<file path="config.mk">
export PLATFORM = sky130hd
export DESIGN_NAME = cdb_arbiter
export DESIGN_NICKNAME = d
export VERILOG_FILES = /design/src/rtl/cdb_arbiter_pkg.sv /design/src/rtl/cdb_port_fifo.sv /design/src/rtl/cdb_arbiter.sv
export SDC_FILE = /design/constraint.sdc
export NUM_CORES = 1
export LEC_CHECK = 0
export ABC_CLOCK_PERIOD_IN_PS = 7600
export BUFFER_PORTS_ARGS = -buffer_cell sky130_fd_sc_hd__buf_2
export CAP_MARGIN = 20
export CORE_MARGIN = 5
export CORE_UTILIZATION = 25
export DETAILED_ROUTE_END_ITERATION = 8
export PLACE_DENSITY_LB_ADDON = 0.3
export SKIP_LAST_GASP = 1
export SLEW_MARGIN = 20
export SYNTH_ARGS = -nofsm -noshare
export SYNTH_HDL_FRONTEND = slang
export SYNTH_SLANG_ARGS = --single-unit
export TNS_END_PERCENT = 5
</file>
<file path="constraint.sdc">
create_clock -name clk -period 7.6 [get_ports clk]
set_input_delay 1.14 -clock clk [delete_from_list [all_inputs] [get_ports clk]]
set_output_delay 1.14 -clock clk [all_outputs]
set_load 0.01 [all_outputs]
</file>
<file path="src/rtl/cdb_arbiter_pkg.sv">
// Shared constants and helpers for the common-data-bus arbiter slice.
// Port indices name the fixed producer assignment on the CDB.
package cdb_arbiter_pkg;

  localparam int ROB_ID_WIDTH  = 5;
  localparam int CDB_PORT_ALU  = 0;
  localparam int CDB_PORT_LSB  = 1;
  localparam int CDB_NUM_PORTS = 2;

  typedef logic [1:0] fifo_cnt_t;

  localparam fifo_cnt_t FIFO_DEPTH = 2'd2;

  // Modulo-n wrap for an index that is at most 2n-1.
  function automatic int wrap_port(input int idx, input int n);
    return (idx >= n) ? idx - n : idx;
  endfunction

endpackage

</file>
<file path="src/rtl/cdb_port_fifo.sv">
// Two-entry result buffer for one CDB producer; data visible at head one edge after push.
// Push is ignored when full (no same-cycle bypass); flush empties it and wins over push/pop.
module cdb_port_fifo
  import cdb_arbiter_pkg::*;
#(
  parameter int W = 8
) (
  input  logic         clk,
  input  logic         rst,
  input  logic         i_flush,
  input  logic         i_push,
  input  logic         i_pop,
  input  logic [W-1:0] i_dat,
  output logic [W-1:0] o_dat,
  output fifo_cnt_t    o_count
);

  logic [W-1:0] r_mem [2];
  logic         r_wr_ptr;
  logic         r_rd_ptr;
  fifo_cnt_t    r_count;
  logic         w_do_push;
  logic         w_do_pop;

  assign w_do_push = i_push && (r_count != FIFO_DEPTH) && !i_flush;
  assign w_do_pop  = i_pop && (r_count != '0) && !i_flush;

  always_ff @(posedge clk or posedge rst) begin
    if (rst) begin
      r_wr_ptr <= 1'b0;
      r_rd_ptr <= 1'b0;
      r_count  <= '0;
    end else if (i_flush) begin
      r_wr_ptr <= 1'b0;
      r_rd_ptr <= 1'b0;
      r_count  <= '0;
    end else begin
      if (w_do_push) r_wr_ptr <= ~r_wr_ptr;
      if (w_do_pop)  r_rd_ptr <= ~r_rd_ptr;
      case ({w_do_push, w_do_pop})
        2'b10:   r_count <= r_count + 2'd1;
        2'b01:   r_count <= r_count - 2'd1;
        default: r_count <= r_count;
      endcase
    end
  end

  // Payload storage needs no reset: it is only read while the count is non-zero.
  always_ff @(posedge clk) begin
    if (w_do_push) r_mem[r_wr_ptr] <= i_dat;
  end

  assign o_dat   = r_mem[r_rd_ptr];
  assign o_count = r_count;

endmodule

</file>
<file path="src/rtl/cdb_arbiter.sv">
// Round-robin drain of per-producer result buffers onto a registered CDB; push-to-broadcast is two edges.
// The CDB never stalls; producers see req_ready low only while their own buffer holds two entries.
module cdb_arbiter
  import cdb_arbiter_pkg::*;
#(
  parameter  int N_REQ  = CDB_NUM_PORTS,
  parameter  int ID_W   = ROB_ID_WIDTH,
  parameter  int DATA_W = 32,
  localparam int SRC_W  = (N_REQ > 1) ? $clog2(N_REQ) : 1
) (
  input  logic                clk,
  input  logic                rst,
  input  logic                flush,
  input  logic [N_REQ-1:0]    req_valid,
  output logic [N_REQ-1:0]    req_ready,
  input  logic [N_REQ*ID_W-1:0]   req_rob_id,
  input  logic [N_REQ*DATA_W-1:0] req_value,
  input  logic [N_REQ*DATA_W-1:0] req_target,
  input  logic [N_REQ-1:0]    req_taken,
  output logic                cdb_valid,
  output logic [ID_W-1:0]     cdb_rob_id,
  output logic [DATA_W-1:0]   cdb_value,
  output logic [DATA_W-1:0]   cdb_target,
  output logic                cdb_taken,
  output logic [SRC_W-1:0]    cdb_src
);

  localparam int PL_W = ID_W + 2 * DATA_W + 1;

  logic [PL_W-1:0]  w_push_dat [N_REQ];
  logic [PL_W-1:0]  w_head     [N_REQ];
  fifo_cnt_t        w_count    [N_REQ];
  logic [N_REQ-1:0] w_cand;
  logic [N_REQ-1:0] w_pop;
  logic             w_any;
  logic [SRC_W-1:0] w_grant;
  logic [SRC_W-1:0] w_idx;
  logic [SRC_W-1:0] w_rr_next;

  logic              r_cdb_valid;
  logic [ID_W-1:0]   r_cdb_rob_id;
  logic [DATA_W-1:0] r_cdb_value;
  logic [DATA_W-1:0] r_cdb_target;
  logic              r_cdb_taken;
  logic [SRC_W-1:0]  r_cdb_src;
  logic [SRC_W-1:0]  r_rr_ptr;

  for (genvar g = 0; g < N_REQ; g++) begin : g_port
    assign w_push_dat[g] = {req_rob_id[g*ID_W +: ID_W], req_value[g*DATA_W +: DATA_W],
                            req_target[g*DATA_W +: DATA_W], req_taken[g]};

    cdb_port_fifo #(.W(PL_W)) u_fifo (
      .clk     (clk),
      .rst     (rst),
      .i_flush (flush),
      .i_push  (req_valid[g]),
      .i_pop   (w_pop[g]),
      .i_dat   (w_push_dat[g]),
      .o_dat   (w_head[g]),
      .o_count (w_count[g])
    );

    assign req_ready[g] = (w_count[g] != FIFO_DEPTH);
    assign w_cand[g]    = (w_count[g] != '0);
    assign w_pop[g]     = w_any && (w_grant == SRC_W'(g));
  end

  // First non-empty port at or above the round-robin pointer, wrapping.
  always_comb begin
    w_any   = 1'b0;
    w_grant = '0;
    w_idx   = '0;
    for (int k = 0; k < N_REQ; k++) begin
      w_idx = SRC_W'(wrap_port(int'(r_rr_ptr) + k, N_REQ));
      if (!w_any && w_cand[w_idx]) begin
        w_any   = 1'b1;
        w_grant = w_idx;
      end
    end
  end

  assign w_rr_next = SRC_W'(wrap_port(int'(w_grant) + 1, N_REQ));

  always_ff @(posedge clk or posedge rst) begin
    if (rst) begin
      r_cdb_valid  <= 1'b0;
      r_cdb_rob_id <= '0;
      r_cdb_value  <= '0;
      r_cdb_target <= '0;
      r_cdb_taken  <= 1'b0;
      r_cdb_src    <= '0;
      r_rr_ptr     <= '0;
    end else if (flush) begin
      r_cdb_valid <= 1'b0;
      r_rr_ptr    <= '0;
    end else if (w_any) begin
      r_cdb_valid <= 1'b1;
      {r_cdb_rob_id, r_cdb_value, r_cdb_target, r_cdb_taken} <= w_head[w_grant];
      r_cdb_src   <= w_grant;
      r_rr_ptr    <= w_rr_next;
    end else begin
      r_cdb_valid <= 1'b0;
    end
  end

  assign cdb_valid  = r_cdb_valid;
  assign cdb_rob_id = r_cdb_rob_id;
  assign cdb_value  = r_cdb_value;
  assign cdb_target = r_cdb_target;
  assign cdb_taken  = r_cdb_taken;
  assign cdb_src    = r_cdb_src;

endmodule

</file>
Yosys cells after proc, flatten, opt, wreduce, memory -nomap -nowiden
Memories as Yosys holds them, arrays and structs flattened.
Cells that the tools add are included.

word-level totals
  bits in registers = 81
  memory bits (writable) = 280
  input bits = 145
  output and inout port bits = 74
  logic and storage cells = 100
  memories kept = 2

memories
  name                    words  bits a word  rd ports  clocked after Yosys merged registers in  write ports  line                 source
  g_port[0].u_fifo.r_mem  2      70           1         0                                        1            cdb_port_fifo.sv:18  logic [W-1:0] r_mem [2];
  g_port[1].u_fifo.r_mem  2      70           1         0                                        1            cdb_port_fifo.sv:18

operators by class
  add/subtract/negate cells = 9
  magnitude comparators = 6
  equal/unequal tests = 6
  multiplexer cells = 34
  bitwise operators = 7
  reduce and logical (&&, ||, !) cells = 23

operators by type and width
  kind                                                               count
  two-way mux 70 bit                                                 3
  two-way mux 1 bit                                                  27
  nonzero test 2 bit                                                 7
  logical AND 1 bit                                                  11
  one-hot mux 2 bit (2 select lines)                                 2
  greater-or-equal comparator 2 bit, second input constant           3
  NOT 1 bit                                                          6
  nonzero test 3 bit                                                 2
  adder 1 x 1 -> 2 bit, second input constant                        2
  adder 2 x 1 -> 2 bit, second input constant                        2
  equality test 2 x 1 -> 1 bit, second input constant                2
  equality test 2 bit, second input constant                         2
  < comparator 1 x 2 -> 1 bit, second input constant                 2
  two-way mux 2 bit                                                  2
  != test 2 bit, second input constant                               2
  subtractor 2 x 1 -> 2 bit, second input constant                   2
  subtractor 1 bit, second input constant                            3
  greater-or-equal comparator 1 x 2 -> 1 bit, second input constant  1
  logical NOT 1 bit                                                  2
  NOT 1 -> 2 bit                                                     1
  AND reduction 2 bit                                                1

Depth between registers and ports, before layout
Gate-level depths: netlist (run 1).

  depth after elaboration = 15
  gate-level depth with buffers = 8
  depth with buffers taken out = 4

Cells and area by module
From an unflattened synthesis (run 1), not the netlist that was laid out.

unflattened totals
  cells, all modules = 839
  area total of the unflattened synthesis = 14,264.9 um^2

by module, submodules not included
  module         times used  cells each  area each (um^2)  seq. area each (um^2)
  cdb_port_fifo  2           244         5,281.3           4,304.1
  cdb_arbiter    1           351         3,702.3           1,826.8

Least setup slack after synthesis (run 1)
Ideal clock, no wire load.

  path kind = input-to-reg
  start point = input req_valid[0]
  end point = memory g_port[0].u_fifo.r_mem[1][0] in the netlist's numbering, enable pin
  library setup time = 0.600 ns
  arrival = 6.341 ns
  required time = 7.000 ns
  path slack = 0.659 ns
  cell stages on the path = 2
  buffers on the path = 0
  cell sequence = nand2_1 -> nor3b_1

on the way
  word-level cells in the longest chain between the ends = 4

ends and longest elaborated chain
  item                                     line                 source
  start, declared                          cdb_arbiter.sv:14    input logic [N_REQ-1:0] req_valid,
  logical AND 1 bit (2 in series)          cdb_port_fifo.sv:25  assign w_do_push = i_push && (r_count != FIFO_DEPTH) && !i_flush;
  two-way mux 1 bit                        cdb_port_fifo.sv:50  if (w_do_push) r_mem[r_wr_ptr] <= i_dat;
  two-way mux 1 bit (implied by the code)  cdb_port_fifo.sv:50
  end, declared                            cdb_port_fifo.sv:18

No other way between the ends.

Worst setup path after layout (run 1)
  start point = register g_port[1].u_fifo.r_count[1]
  end point = register r_cdb_value[18], in the netlist cdb_value[18]

on the way
  word-level cells in the longest chain between the ends = 11
  elaborated cells between the ends (all ways) = 16
  classes of those cells = mux: 11; bitwise: 1; reduce/logical: 4

ends and longest elaborated chain
  item                                                    line                 source
  start, declared                                         cdb_port_fifo.sv:21  fifo_cnt_t r_count;
  start signal, assigned                                  cdb_port_fifo.sv:41  2'b10: r_count <= r_count + 2'd1;
  start signal, assigned                                  cdb_port_fifo.sv:42  2'b01: r_count <= r_count - 2'd1;
  start signal, assigned                                  cdb_port_fifo.sv:43  default: r_count <= r_count;
  nonzero test 2 bit *                                    cdb_arbiter.sv:64    assign w_cand[g] = (w_count[g] != '0);
  two-way mux 1 bit (implied by the code) (2 in series)   cdb_arbiter.sv:75    if (!w_any && w_cand[w_idx]) begin
  two-way mux 1 bit                                       cdb_arbiter.sv:75
  logical NOT 1 bit                                       cdb_arbiter.sv:75
  logical AND 1 bit                                       cdb_arbiter.sv:75
  two-way mux 1 bit                                       cdb_arbiter.sv:75
  NOT 1 -> 2 bit (implied by the code)                    cdb_arbiter.sv:98    {r_cdb_rob_id, r_cdb_value, r_cdb_target, r_cdb_taken} <= w_head[w_grant];
  two-way mux 70 bit (implied by the code) (3 in series)  cdb_arbiter.sv:98
  end signal, assigned                                    cdb_arbiter.sv:98
  end, declared                                           cdb_arbiter.sv:42    logic [DATA_W-1:0] r_cdb_value;

Every way passes the cells marked *; elsewhere a longest branch is shown, timed or not. The select of a mux whose other input is x is not followed.
A chain may end at the register's enable or synchronous reset.

==> out/results.txt, run 1 <==
Routed met2 length: 17300 um
Final Hold Vio Count: 0
Worst Setup EP: cdb_value[18]
Tcrit/Tclk final: 35.8%
maximum vdd drop: 0.217 mV
# fillers: 5558
Root Buffer: clkbuf_16
count of maximum capacitance violations: 0
critical path type: reg -> reg
final WL: 35300 um
Leakage: 6.22 nW
Syn Area/Cell: 15.8 um^2
final count of negative-setup-slack endpoints: 0
clk buf depth: 3
clk_skew: 0.0153 ns
Worst slew margin: 27.2%
Met3 Routed Length: 1830 um
most common cell after layout, fill and taps aside: edfxtp_1
Detailed Route Iter0 Violations: 395
vias per cell: 4.26
Core ar.: 56100 um^2
final instance area: 17300 um^2
flops & latches, synth: 361
Power, Total: 0.00607 W
FMAX: 367 MHz
Worst R2R Setup Slack: 4.88 ns
CTS Buf Count: 43
synthesis-to-finish area growth: 23.2%
Logic pwr share: 23.2%
antenna violations before repair: 8
sequential share of the synthesized area: 74.1%
Placed Cells: 1815
Sequential Power Share: 43.8%
CP Launch Point: g_port[1].u_fifo.o_count[1]
post-synthesis cell area: 14100 um^2
syn nets: 1039
CP Capture Type: flip-flop
setup TNS: 0 ns
Die Height: 247 um
HP Class: reg -> reg
met1 WL: 15400 um
vias: 8077
Worst Path Required: 8.03 ns
fin nets: 1250
largest net degree at the start of global routing: 104
Hold Buf Count CTS: 0
pwr dens: 350 nW/um^2
GRT Util Overall: 11.4%
Post-DRT Antenna Nets: 0
Ports: 219
TritonCTS clock tree: yes
Setup Fix Bufs, Post-CTS: 0
DP Area: 15900 um^2
Starting Density: 25.1%
Worst setup SP type: flip-flop
most frequent cells in the layout: edfxtp_1 (280), buf_2 (218), nor2b_1 (141)
YS warnings: 0
final slew viol count: 0
Chip Width: 247 um
Clk pin slew, worst setup/hold paths: 0.05 ns
Post-CTS Resized: 0
iteration count of the initial detailed-routing pass: 4
reg2reg start: g_port[1].u_fifo.o_count[1]
uppermost routed layer: met5
status: complete, no violations
first-pass GRT wire length: 52600 um
Port Buffers: 218
DR DRC count: 0
CP arrival: 3.15 ns
Int Pwr: 0.00416 W
# H-tree levels: 2
Yosys cell types: 32
vias in the first global route: 8173
Critical R2R Capture: cdb_value[18]
P_sw: 0.00191 W
die area: 61200 um^2
RSZ-0062 raised after global routing: false
worst skew pair latency: 0.55 ns
fin cells: 1897
Cells after Synth: 894
Clock Sinks: 361
share of cells above drive strength 1: 31.9%
R2R depth: 5
final worst path period need: 2.72 ns
Remaining Overflow, GRT: 0
Placer Congestion: 0.697
Crit Path Max Fanout: 41
worst-margin pin slew: 1.09 ns
switching share of power: 31.4%
routed len/inst: 18.6 um
detailed placement HPWL: 21600 um
Core Util, Final: 30.9%
clock share of power: 33.0%
site row count: 87
==> state kept, by name (all words and copies together) (netlist names), 2 cells and up <==
signal	count
g_port.u_fifo.r_mem	280
cdb_value	32
cdb_target	32
g_port.u_fifo.o_count	4
g_port.u_fifo.r_rd_ptr	2
g_port.u_fifo.r_wr_ptr	2
cdb_rob_id	5
==> layout make-up <==
class                   instances  area, um^2  area share (%)
repair buffers                231        1240            7.15
clock buffers                  63        1220            7.05
inverters                       3        13.8          0.0793
well taps                     756         946            5.45
clock inverters                16         156           0.902
multi-input cells             465        3320            19.1
diodes                          2        5.00          0.0289
flip-flops and latches        361       10400            60.2
==> synthesized netlist by cell type <==
cell type  instances  share of area [%]
buf_4              1              0.053
nand2_1           77                2.1
edfxtp_1         280                 60
a211oi_1          80                4.3
mux2i_1            1              0.071
mux2_2             1              0.080
or2_1              1              0.044
clkbuf_1          21               0.56
nor2_1             9               0.24
dfrtp_1           81                 14
a211oi_2          60                5.3
xnor2_1            3               0.19
nand2b_1           2              0.089
o21ai_0            2              0.071
a21o_1             1              0.053
o211ai_1           1              0.053
o21ba_1            1              0.071
nand3_1            1              0.036
o22a_1             1              0.062
buf_2             35                1.2
inv_1              3              0.080
a21oi_1            1              0.036
o31ai_1           70                3.7
buf_6              8               0.64
a211o_1            1              0.062
nor3b_1            2               0.11
nor2b_1          141                6.3
a32oi_1            1              0.062
a31oi_1            1              0.044
xor2_1             2               0.12
nor2_2             1              0.044
nor3_1             4               0.14
==> per-stage QoR <==
step	hold slack (ns)	worst slack, ns
floorplan	0.514	0.659
global placement	0.459	4.36
detailed placement	0.463	4.42
CTS	0.475	4.77
global route	0.490	4.58
finish	0.470	4.88
==> worst min-delay path by stage <==
stage                           endpoint           start  cells past startpoint
after global placement    cdb_target[13]  cdb_target[13]                      2
after global routing      cdb_target[10]  cdb_target[10]                      2
after detailed placement  cdb_target[10]  cdb_target[10]                      2
after floorplan           cdb_target[19]  cdb_target[19]                      2
after CTS                 cdb_target[10]  cdb_target[10]                      2
final                      cdb_rob_id[0]   cdb_rob_id[0]                      2
==> worst max-delay path: stages (launching register included) <==
cell and delay [ns]:
dfrtp_1 0.41, nor2_1 0.40, or2_4 0.66, buf_4 0.69, a211oi_2 0.09, o31ai_1 0.26
==> power by group through the flow <==
stage / clock [W] / sequential, W / combinational [W]
CTS: 0.00208 / 0.00267 / 0.00145
floorplan: 0 / 0.00266 / 0.000951
detailed placement: 0 / 0.00270 / 0.00145
global placement: 0 / 0.00271 / 0.00143
finish: 0.00200 / 0.00266 / 0.00141
global route: 0.00215 / 0.00270 / 0.00158
==> logic make-up after synthesis <==
group	share of synthesized area, %
buffers and inverters	2.58
and+or+nand+nor	9.02
muxes	0.151
AOI/OAI and AO/OA	13.8
xor gates and xnor gates	0.311
DFF	74.1
==> layer usage <==
metal | up-vias | global-route usage (%)
li1 | 3844 | -
met1 | 3993 | 14.6
met2 | 177 | 19.3
met3 | 55 | 2.79
met4 | 8 | 3.41
met5 | - | 0
(Power assumes the default switching activity.)
==> run 2: changes to the inputs <==
- ABC_AREA: unset -> 1
- ABC_CLOCK_PERIOD_IN_PS: 7600 -> 2500
- clock period: 7.6 -> 2.5 ns (I/O delays scaled with it)
==> run 2 against run 1 <==
  * Clock skew fell by 0.00075 ns
  * Global-route usage is 1.9 points higher
  * Die area shrank 2.8%
  * First-iteration DRC count grew 53%
  * Design area grew 5.9%
  * Clock-buffer cell count increased by 3
  * Sequential power rose to 3.0 times the previous value
  * Total power grew to 3.4 times the previous value
  * Worst setup slack worse by 4.3 ns
  * Non-clock buffer count rose by 130
  * Critical path type unchanged
  * Largest power group unchanged
  * Highest routed layer unchanged
==> out/results.txt, run 2 <==
Worst Setup Slack, final: 0.597 ns (-4.28 ns)
clock share of power: 30.0% (-3.0 points)
share of the synthesized area in the top cell type: 61.5% (+1.8 points)
HP Class: in -> reg
Synth Flop Type: edfxtp_1
site row count: 85 (-2.3%)
Synth area leaders: edfxtp_1 (61%), dfrtp_1 (15%), nor2_1 (7.8%), o21ai_0 (4.7%), nand2_1 (4.6%)
largest net degree at the start of global routing: 71 (-32%)
final WL: 40400 um (+14%)
Chip Width: 244 um (-1.4%)
routed len/inst: 18.3 um (-1.5%)
RSZ-0062 raised after global routing: false
sequential share of the synthesized area: 76.3% (+2.2 points)
Crit Path Max Fanout: 31 (-24%)
maximum vdd drop: 0.506 mV (+130%)
CTS Buf Count: 42 (-2.3%)
Placed Cells: 2007 (+11%)
Slowest cell on crit path: dfrtp_1
uppermost routed layer: met5
switching share of power: 34.7% (+3.3 points)
Post-CTS Resized: 0 (unchanged)
Starting Density: 25.3% (+0.19 points)
share of cells above drive strength 1: 21.8% (-10 points)
TritonCTS clock tree: yes
fin nets: 1615 (+29%)
critical path type: reg -> reg
Detailed Route Iter0 Violations: 605 (+53%)
Clk pin slew, worst setup/hold paths: 0.06 ns (about the same)
flops & latches, synth: 361 (unchanged)
count of maximum capacitance violations: 0 (unchanged)
clk buf depth: 3 (unchanged)
fin cells: 2203 (+16%)
syn nets: 1270 (+22%)
worst-margin pin slew: 0.634 ns (-0.458 ns)
Synth top cells by count: nor2_1 (285), edfxtp_1 (280), nand2_1 (167), o21ai_0 (129), dfrtp_1 (81)
Cells after Synth: 1125 (+26%)
met1 WL: 18300 um (+19%)
CP arrival: 2.33 ns (-0.82 ns)
detailed placement HPWL: 24700 um (+14%)
Remaining Overflow, GRT: 0 (unchanged)
Final Hold Vio Count: 0 (unchanged)
status: complete, no violations
Clock Sinks: 361 (unchanged)
post-synthesis cell area: 13700 um^2 (-2.9%)
Leakage: 7.32 nW (+18%)
vias in the first global route: 9881 (+21%)
hold_ws: 0.0408 ns (-0.430 ns)
most frequent CP cell: nand2_1
Post-DRT Antenna Nets: 0 (unchanged)
Root Buffer: clkbuf_16
Ports: 219 (unchanged)
Sequential Power Share: 39.7% (-4.1 points)
most common cell in the synthesized netlist: nor2_1
most frequent cells in the layout: nor2_1 (283), edfxtp_1 (280), buf_2 (218)
Yosys cell types: 22 (-31%)
most common cell after layout, fill and taps aside: nor2_1
Routed met2 length: 18900 um (+8.9%)
Logic pwr share: 30.3% (+7.1 points)
final slew viol count: 0 (unchanged)
die area: 59500 um^2 (-2.8%)
Placer Congestion: 0.741 (+6.3%)
CP Capture Type: flip-flop
FMAX: 526 MHz (+43%)
# fillers: 5369 (-3.4%)
Post-synth ARST share: 22.4% (unchanged)
most flop-heavy register: g_port.u_fifo.r_mem
vias: 9650 (+19%)
Largest register FFs: 280 (unchanged)
vias per cell: 4.38 (+2.9%)
EDFF count, synth: 280 (unchanged)
Core ar.: 54000 um^2 (-3.6%)
Syn Area/Cell: 12.2 um^2 (-23%)
# H-tree levels: 2 (unchanged)
clk_skew: 0.0145 ns (-0.000746 ns)
Worst setup SP type: flip-flop
first-pass GRT wire length: 61200 um (+16%)
iteration count of the initial detailed-routing pass: 5 (+1)
worst slack, placed: 0.528 ns (-3.89 ns)
Hold Buf Count CTS: 115 (+115)
CP cell instances: nor2_4 -> inv_2 -> nand2_1 -> nand2_4 -> buf_4 -> o21ai_0 -> nand3_1 -> nand2_1
Setup Fix Bufs, Post-CTS: 0 (unchanged)
antenna violations before repair: 9 (+1)
delay of the slowest cell on the worst path: 0.45 ns (-0.24 ns)
synthesis-to-finish area growth: 34.3%
Die Height: 244 um (-1.4%)
pwr dens: 1110 nW/um^2 (+220%)
Int Pwr: 0.0133 W (+220%)
Worst slew margin: 57.7% (+31 points)
Tcrit/Tclk final: 76.1% (+40 points)
GRT Util Overall: 13.3% (+1.9 points)
Port Buffers: 218 (unchanged)
YS warnings: 0 (unchanged)
Met3 Routed Length: 2350 um (+29%)
final worst path period need: 1.90 ns (-0.819 ns)
P_sw: 0.00709 W (+270%)
DR DRC count: 0 (unchanged)
final count of negative-setup-slack endpoints: 0 (unchanged)
Worst Path Required: 2.93 ns (-5.10 ns)
Core Util, Final: 34.0% (+3.0 points)
worst skew pair latency: 0.55 ns (about the same)
most area-hungry cell type in the Yosys netlist: edfxtp_1
[run 2: path summary, 6_finish.rpt]
path                                        startpoint                            end  slack, ns  cells past startpoint
max                        g_port[0].u_fifo.o_count[0]                   cdb_value[7]       0.60                      8
min                                     req_target[52]  g_port[1].u_fifo.r_mem[0][21]       0.04                      1
max reg2reg                g_port[0].u_fifo.o_count[0]                   cdb_value[7]       0.60                      8
min reg2reg                              cdb_value[30]                  cdb_value[30]       0.47                      2
max in group asynchronous                          rst                  cdb_value[29]       1.47                      4
min in group asynchronous                          rst      g_port[0].u_fifo.r_wr_ptr       0.39                      3
[run 2: worst max-delay path, delay by kind of cell, from the launching register on]
kind | cells | cell delay [ns]
buffers and inverters | 2 | 0.46
AND/OR/NAND/NOR | 5 | 0.62
flip-flops | 1 | 0.45
AO/OA/AOI/OAI | 1 | 0.20
[run 2: cells by family (layout without fill, tap and decap cells)]
logic type      after synthesis  in the layout  synth area share (%)
flops                       361            361                  76.3
other cells                   0              4                     0
simple gates                535            535                  15.6
buf+inv                      76            454                  2.39
compound gates              153            153                  5.72
[run 2: stage by stage]
step           cell area, um^2  total power (W)  setup TNS (ns)
5_1_grt                  18400           0.0217               0
3_3_place_gp             15800           0.0143               0
3_5_place_dp             15800           0.0144               0
6_report                 18400           0.0204               0
2_1_floorplan            13700           0.0117         -116.05
4_1_cts                  18400           0.0208               0
[run 2: area by class of cell]
class                      count  area [um^2]  area share, %
clock buffer                  66         1290           7.04
tap                          696          871           4.74
timing repair buffer         361         2620           14.2
antenna                        4         10.0         0.0545
sequential                   361        10400           56.9
inverter                      16         68.8          0.375
multi-input combinational    688         2960           16.1
clock inverter                11          109          0.593
[run 2: layer usage]
metal / track usage, % / vias to the layer above
met5: 0 / -
met4: 3.80 / 12
met3: 3.00 / 64
met2: 21.6 / 265
met1: 18.0 / 4726
li1: - / 4583
[run 2: power by group through the flow]
stage               logic (W)  clock network, W  registers, W
global route          0.00694           0.00658       0.00822
detailed placement    0.00616                 0       0.00822
floorplan             0.00336                 0       0.00833
finish                0.00619           0.00613       0.00810
CTS                   0.00634           0.00634       0.00812
global placement      0.00607                 0       0.00822
==> run 3: changes to the inputs <==
- ABC_CLOCK_PERIOD_IN_PS: 2500 -> 1950
- clock period: 2.5 -> 1.95 ns (I/O delays scaled with it)
==> run 3 against run 2 <==
  * Worst hold slack gained 0.048 ns
  * Clock-buffer cell count shrank 6
  * First-iteration DRC count grew 0.33%
  * Total power grew 31%
  * Die area is the same
  * Critical path depth is the same
  * Register-to-register slack lost 0.44 ns
  * Flip-flop and latch count is the same
  * Worst setup slack lost 0.44 ns
  * Critical path type unchanged
  * Highest routed layer unchanged
==> out/results.txt, run 3 (synthesis gave the netlist of run 2 again) <==
Core Util, Final: 34.6% (+0.63 points)
count of maximum capacitance violations: 0 (unchanged)
clk_skew: 0.0203 ns (+0.00578 ns)
CTS Buf Count: 41 (-2.4%)
fin nets: 1638 (+1.4%)
Largest register FFs: 280 (unchanged)
Post-DRT Antenna Nets: 0 (unchanged)
Ports: 219 (unchanged)
vias: 9779 (+1.3%)
share of cells above drive strength 1: 21.4% (-0.38 points)
Chip Width: 244 um (unchanged)
critical path type: reg -> reg
GRT Util Overall: 13.7% (+0.42 points)
Root Buffer: clkbuf_16
antenna violations before repair: 2 (-7)
Die Height: 244 um (unchanged)
setup TNS: 0 ns (unchanged)
maximum vdd drop: 1.02 mV (+100%)
first-pass GRT wire length: 62600 um (+2.4%)
Worst slew margin: 55.7% (-2.0 points)
R2R depth: 8 (unchanged)
vias per cell: 4.40 (+0.52%)
multi-input logic area: 2960 um^2 (unchanged)
detailed placement HPWL: 24200 um (-1.9%)
Power, Total: 0.0267 W (+31%)
Remaining Overflow, GRT: 0 (unchanged)
Clk pin slew, worst setup/hold paths: 0.06 ns (about the same)
most frequent cells in the layout: nor2_1 (283), edfxtp_1 (280), buf_2 (218)
TritonCTS clock tree: yes
iteration count of the initial detailed-routing pass: 5 (unchanged)
Clock Sinks: 361 (unchanged)
WHS Path Cells: 4 (+3)
pwr dens: 1430 nW/um^2 (+28%)
Starting Density: 25.3% (unchanged)
most flop-heavy register: g_port.u_fifo.r_mem
status: complete, no violations
vias in the first global route: 10087 (+2.1%)
routed len/inst: 18.7 um (+2.0%)
Port Buffers: 218 (unchanged)
FMAX: 557 MHz (+6.1%)
CP arrival: 2.22 ns (-0.11 ns)
synthesis-to-finish area growth: 36.8%
HP Class: in -> reg
Worst Path Required: 2.37 ns (-0.56 ns)
die area: 59500 um^2 (unchanged)
final count of negative-setup-slack endpoints: 0 (unchanged)
Tcrit/Tclk final: 92.0% (+16 points)
worst skew pair latency: 0.55 ns (about the same)
most common cell after layout, fill and taps aside: nor2_1
worst-margin pin slew: 0.665 ns (+0.0304 ns)
# fillers: 5328 (-0.76%)
# H-tree levels: 2 (unchanged)
final worst path period need: 1.79 ns (-0.109 ns)
Core ar.: 54000 um^2 (unchanged)
Worst setup SP type: flip-flop
Final Hold Vio Count: 0 (unchanged)
CP Capture Type: flip-flop
site row count: 85 (unchanged)
ant diodes: 0 (-4)
final WL: 41500 um (+2.8%)
Placer Congestion: 0.739 (-0.24%)
Leakage: 7.46 nW (+2.0%)
FF/Latch Area: 10400 um^2 (unchanged)
Crit Path Max Fanout: 40 (+29%)
final slew viol count: 0 (unchanged)
Detailed Route Iter0 Violations: 607 (+0.33%)
DR DRC count: 0 (unchanged)
RSZ-0062 raised after global routing: false
largest net degree at the start of global routing: 63 (-11%)
clk buf depth: 3 (unchanged)
-- run 3: cell count changes in the layout (fill, tap and decap cells not counted), moves of 3 or more --
cell / change
dlygate4sd3_1: +26
clkbuf_1: -3
clkbuf_8: -3
bufinv_16: +3
buf_12: +5
buf_4: -7
diode_2: -4
-- run 3: critical path, stage by stage, from the launching register on --
cell and delay, ns:
dfrtp_1 0.46, nor2_4 0.09, inv_2 0.06, nand2_1 0.09, nand2_4 0.08, buf_4 0.45
o21ai_0 0.21, nand3_1 0.14, nand2_1 0.08
-- run 3: what timing repair did --
item | CTS | global route
hold buffers | 141 | 0
endpoints found under the setup margin | 0 | 0
setup buffers | 0 | 0
hold endpoints to repair | 309 | 0
gates resized for setup | 0 | 0
-- run 3: layer usage --
metal	track usage [%]	routed length, um	part of all wire (%)	vias up
met3	2.94	2170	5.2	64
li1	-	-	-	4625
met4	3.62	756	1.8	4
met1	20.2	20500	49	4826
met2	20.6	18100	44	260
met5	0	21	0.051	-
-- run 3: path summary, 6_finish.rpt --
| path | from | end | slack (ns) |
|---|---|---|---|
| worst max-delay path | g_port[0].u_fifo.o_count[0] | cdb_target[1] | 0.16 |
| worst min-delay path | req_valid[0] | g_port[0].u_fifo.r_wr_ptr | 0.09 |
| worst max register to register | g_port[0].u_fifo.o_count[0] | cdb_target[1] | 0.16 |
| worst min register to register | g_port[0].u_fifo.r_wr_ptr | g_port[0].u_fifo.r_wr_ptr | 0.47 |
| max in group asynchronous | rst | cdb_value[15] | 1.00 |
| min in group asynchronous | rst | cdb_rob_id[2] | 0.37 |
-- run 3: cell type report --
type	instances	share of cell area [%]
sequential	361	55.8
multi-input combinational	688	15.8
timing repair buffer	385	15.6
clock buffer	60	6.63
tap	696	4.66
clock inverter	15	1.09
inverter	16	0.368
-- run 3: per-stage QoR --
step	area [um^2]	setup WS, ns	std cells	hold slack (ns)
5_1_grt	18700	0.0154	2221	0.0680
4_1_cts	18700	0.152	2221	0.0474
3_5_place_dp	15800	0.181	2005	0.385
3_3_place_gp	15800	0.238	2005	0.379
6_report	18700	0.156	2221	0.0886
2_1_floorplan	13700	-0.884	1125	0.391
-- run 3: report_power, final --
part	total [W]	internal (W)	leakage [nW]	switching (W)
Sequential	0.0103	0.00967	3.55	0.000675
Clock	0.00809	0.00506	0.714	0.00302
Combinational	0.00823	0.00272	3.19	0.00551
Total	0.0267	0.0175	7.46	0.00920
